File: config.mk
export PLATFORM = sky130hd
export DESIGN_NAME = imem_loader
export DESIGN_NICKNAME = d
export VERILOG_FILES = /design/src/rtl/imem_loader_pkg.sv /design/src/rtl/byte_packer.sv /design/src/rtl/imem_loader.sv
export SDC_FILE = /design/constraint.sdc
export NUM_CORES = 1
export LEC_CHECK = 0
export ABC_AREA = 1
export CAP_MARGIN = 20
export CORE_MARGIN = 2
export CORE_UTILIZATION = 55
export CTS_BUF_LIST = sky130_fd_sc_hd__clkbuf_2 sky130_fd_sc_hd__clkbuf_4 sky130_fd_sc_hd__clkbuf_8
export DETAILED_ROUTE_END_ITERATION = 12
export MAX_ROUTING_LAYER = met4
export PLACE_DENSITY = 0.81
export SYNTH_ARGS = -nofsm -noshare
export SYNTH_HDL_FRONTEND = slang
export SYNTH_SLANG_ARGS = --single-unit
File: constraint.sdc
create_clock -name clk -period 2.4 [get_ports clk]
set_input_delay 0.6 -clock clk [delete_from_list [all_inputs] [get_ports clk]]
set_output_delay 0.6 -clock clk [all_outputs]
set_load 0.01 [all_outputs]
File: src/rtl/imem_loader_pkg.sv
// Shared definitions for the boot-time instruction memory loader.
package imem_loader_pkg;

  typedef enum logic [2:0] {
    LEN_LO,
    LEN_HI,
    DATA,
    CHECK,
    DONE,
    ERR
  } loader_state_t;

  localparam int MAX_WORDS_DEFAULT = 1024;
  localparam int IMEM_BYTE_ADDR_W  = 32;

endpackage

File: src/rtl/byte_packer.sv
// Little-endian 4-byte word assembler with a registered word_valid pulse.
module byte_packer (
  input  logic        clk,
  input  logic        rst_n,
  input  logic        clear,
  input  logic        shift,
  input  logic [7:0]  byte_in,
  output logic [31:0] word,
  output logic        word_valid,
  output logic [1:0]  count
);

  // Bytes enter at the top, so after four shifts the first byte sits in [7:0].
  always_ff @(posedge clk or negedge rst_n) begin
    if (!rst_n) begin
      word       <= '0;
      word_valid <= 1'b0;
      count      <= '0;
    end else begin
      word_valid <= shift && (count == 2'd3);
      if (clear) begin
        word  <= '0;
        count <= '0;
      end else if (shift) begin
        word  <= {byte_in, word[31:8]};
        count <= count + 2'd1;
      end
    end
  end

endmodule

File: src/rtl/imem_loader.sv
// Framed byte-stream loader: writes instruction memory and releases the core
// from reset only after a complete, checksum-valid image.
module imem_loader
  import imem_loader_pkg::*;
#(
  parameter int MAX_WORDS = MAX_WORDS_DEFAULT
) (
  input  logic        clk,
  input  logic        rst_n,
  input  logic        rx_valid,
  input  logic [7:0]  rx_data,
  output logic        rx_ready,
  output logic        imem_we,
  output logic [31:0] imem_addr,
  output logic [31:0] imem_wdata,
  output logic        cpu_rst_n,
  output logic        done,
  output logic        error
);

  localparam logic [15:0] MAX_N = 16'(MAX_WORDS);

  loader_state_t state, next_state;

  logic        hs;
  logic [7:0]  len_lo;
  logic [15:0] len;
  logic [15:0] len_n;
  logic [15:0] word_idx;
  logic [7:0]  csum;
  logic [1:0]  byte_cnt;
  logic        last_byte_of_word;

  assign hs                = rx_valid && rx_ready;
  assign len_n             = {rx_data, len_lo};
  assign last_byte_of_word = (byte_cnt == 2'd3);

  byte_packer u_packer (
    .clk        (clk),
    .rst_n      (rst_n),
    .clear      (hs && (state == LEN_HI)),
    .shift      (hs && (state == DATA)),
    .byte_in    (rx_data),
    .word       (imem_wdata),
    .word_valid (imem_we),
    .count      (byte_cnt)
  );

  always_ff @(posedge clk or negedge rst_n) begin
    if (!rst_n) state <= LEN_LO;
    else        state <= next_state;
  end

  always_comb begin
    next_state = state;
    case (state)
      LEN_LO: if (hs) next_state = LEN_HI;
      LEN_HI: if (hs) next_state = ((len_n == 16'd0) || (len_n > MAX_N)) ? ERR : DATA;
      DATA:   if (hs && last_byte_of_word && (word_idx == len - 16'd1)) next_state = CHECK;
      CHECK:  if (hs) next_state = (rx_data == csum) ? DONE : ERR;
      default: next_state = state;
    endcase
  end

  // Status outputs follow next_state so they change on the same edge as the state.
  always_ff @(posedge clk or negedge rst_n) begin
    if (!rst_n) begin
      rx_ready  <= 1'b0;
      cpu_rst_n <= 1'b0;
      done      <= 1'b0;
      error     <= 1'b0;
      len_lo    <= '0;
      len       <= '0;
      word_idx  <= '0;
      csum      <= '0;
      imem_addr <= '0;
    end else begin
      rx_ready  <= (next_state != DONE) && (next_state != ERR);
      cpu_rst_n <= (next_state == DONE);
      done      <= (next_state == DONE);
      error     <= (next_state == ERR);
      if (hs) begin
        case (state)
          LEN_LO: len_lo <= rx_data;
          LEN_HI: begin
            len      <= len_n;
            word_idx <= '0;
            csum     <= '0;
          end
          DATA: begin
            csum <= csum ^ rx_data;
            if (last_byte_of_word) begin
              imem_addr <= IMEM_BYTE_ADDR_W'({word_idx, 2'b00});
              word_idx  <= word_idx + 16'd1;
            end
          end
          default: ;
        endcase
      end
    end
  end

endmodule
==> results.yml <==
yosys:
  synth_area_leaders: "dfrtp_1 (51%), nand2_1 (14%), o21ai_0 (7.1%)"
  synthXorXnorAreaFrac: 0.0287
  ys_ff_latch: 105
  synth_compound_area_frac: 0.111
  syn_avg_cell_area_um2: 8.23
  syn-cell-area_um2: 5190
  synth-warning-count: 0
  async_flop_share: 1.00
  synth_area_leader_cell: "dfrtp_1"
  synth_mux_area_frac: 0
  synth_top_area_frac: 0.507
  synth_top_family_by_area: "simple AND/OR/NAND/NOR gates"
  syn_inst: 630
  synth_adder_area_share: 0.00724
  ys_types: 37
  synth_ff_type: "dfrtp_1"
  yosys.cell_count.top_type: "nand2_1"
  ys_seq_area_frac: 0.507
  yosys-top-cells-count: "nand2_1 (188), dfrtp_1 (105), o21ai_0 (74), inv_1 (56), nor2_1 (39)"
  synth-edff-count: 0
  synth-simple-area-share: 0.254
flow_run:
  max_cap_viol_count: 0
power:
  p_total_mw: 3.06
  ir_drop_mv: 0.304
  leakagePower_nw: 3.01
  power.density_nw_per_um2: 500
global_route:
  grt_pass1_wl_mm: 19.9
  grtUsageTotal: 0.256
  grt_max_degree: 45
  antenna_found_initial: 0
  grt-ovfl-total: 0
  grt_pass1_vias: 4305
floorplan:
  die_x_um: 101
  die_area_um2: 10200
  design.core.area_um2: 9200
  die_h_um: 101
  ios: 80
  start_util: 0.564
  num_rows: 35
timing:
  min_period_ns: 2.03
  fin_tns_setup_ns: 0
  period_share: 0.845
  fmax_mhz: 493
  drv_slew: 0
  hold_ws_ns: 0.203
  setup_viol: 0
  fin_worst_skew_ns: 0.00899
  tightest_slew_ns: 0.649
  rsz0062_at_grt: "false"
  hold_violations: 0
  relSlewSlack: 0.566
route:
  drc: 0
  postRouteAntennaNets: 0
  dr.pass1.iters: 5
  viasPerCell: 5.26
  routed_wirelength_mm: 11.7
  wl_per_cell_um: 14.4
  via_count: 4272
  drtIter0Drc: 220
hold_path:
  hold_path_class: "primary input to asynchronous set/reset pin"
clock_tree:
  cts_tree: "done"
  clk_transition_reported_paths_ns: 0.11
  cts_resized: 0
  cts.sinks: 105
  htreeDepth: 3
  cts_setup_buffers: 0
  insertion_delay_ns: 0.37
  root_buffer: "clkbuf_8"
  ctsHoldBuffers: 0
  cts_made_buffers: 9
  clockBufferDepth: 2
place:
  port_buffers: 63
  dp_hpwl_mm: 8.67
  gp_congestion: 0.944
  placed_area_um2: 5900
critical_path:
  worst-endpoint-required_ns: 2.69
  worstReg2RegStart: "len[0]"
  critPathArrivalTime_ns: 2.32
  r2r_slack_ns: 0.55
  cp-end-kind: "flip-flop"
  crit_type: "primary input to flip-flop"
  cp_max_fo: 6
  r2r_cells: 14
  r2r-end: "error"
  cp-start-kind: "primary input"
final_layout:
  design_area_um2: 6120
  diodes: 0
  final_util: 0.665
  finalNetCount: 710
  drive_gt1_frac: 0.0942
  area_growth_pct: 18.0
run_status:
  outcome: "complete, no violations"
## area by class of cell
| class | count | area [um2] |
|---|---|---|
| Clock buffer | 9 | 124 |
| Clock inverter | 7 | 92.6 |
| Fill cell | 763 | 3080 |
| Inverter | 68 | 255 |
| Multi-Input combinational cell | 437 | 2140 |
| Sequential cell | 105 | 2630 |
| Tap cell | 111 | 139 |
| Timing Repair Buffer | 75 | 743 |
## per-layer routing
layer  share of wire  up-vias  track usage
met1            0.44     2008        0.325
li1                -     2105            -
met2            0.50      132        0.422
met5               0        -            -
met3           0.042       27       0.0333
met4           0.026        0       0.0915
## stage by stage
step,worst slack (ns),instances
after detailed placement,0.00545,796
after global routing,0.244,812
after floorplan,0.761,645
after CTS,0.382,812
after global placement,0.0883,796
final,0.373,812
## state kept, by name (all words and copies together) (netlist names)
| register | flops |
|---|---|
| csum | 8 |
| done | 1 |
| error | 1 |
| imem_addr | 16 |
| len | 16 |
| len_lo | 8 |
| rx_ready | 1 |
| state | 3 |
| u_packer.count | 2 |
| u_packer.word | 32 |
| u_packer.word_valid | 1 |
| word_idx | 16 |
## cells in the final DEF, fill, tap and decap left out, types with 11 or more instances in the layout
cell             netlist  layout
nand2_1              188     188
dfrtp_1              105     105
o21ai_0               74      74
clkdlybuf4s50_1        0      62
inv_1                 56      56
nor2_1                39      39
nand3_1               24      24
conb_1                 1      16
a21oi_1               13      13
buf_4                 17      11
## logic make-up after synthesis
kind of cell               Yosys count
AOI/OAI and AO/OA                  107
buffers and inverters              103
and+or+nand+nor                    294
other                                1
xor gates and xnor gates            17
adders and majority gates            3
DFF                                105
## how the worst max path moves through the flow
stage / from / to / slack, ns / cells past startpoint
2_1_floorplan: rx_valid / word_idx[13] / 0.76 / 9
3_3_place_gp: rx_valid / word_idx[15] / 0.09 / 8
3_5_place_dp: rx_valid / word_idx[13] / 0.005 / 8
4_1_cts: rx_valid / word_idx[14] / 0.38 / 11
5_1_grt: rx_valid / u_packer.word[10] / 0.24 / 6
6_report: rx_valid / word_idx[14] / 0.37 / 11
## critical path: stages
cell and delay (ns):
clkdlybuf4s50_1 0.48, nand2_2 0.11, nor2_2 0.37, nor2_4 0.14, inv_2 0.14, nand3_2 0.09
inv_2 0.08, nand2_1 0.06, inv_2 0.05, nand2_1 0.04, a21oi_1 0.13
## where the power goes
group	internal (mW)	total, mW	switching, mW
clock network	0.514	1.19	0.680
logic	0.0276	0.0990	0.0713
registers	1.77	1.77	0
total	2.31	3.06	0.751
(Power assumes the default switching activity.)
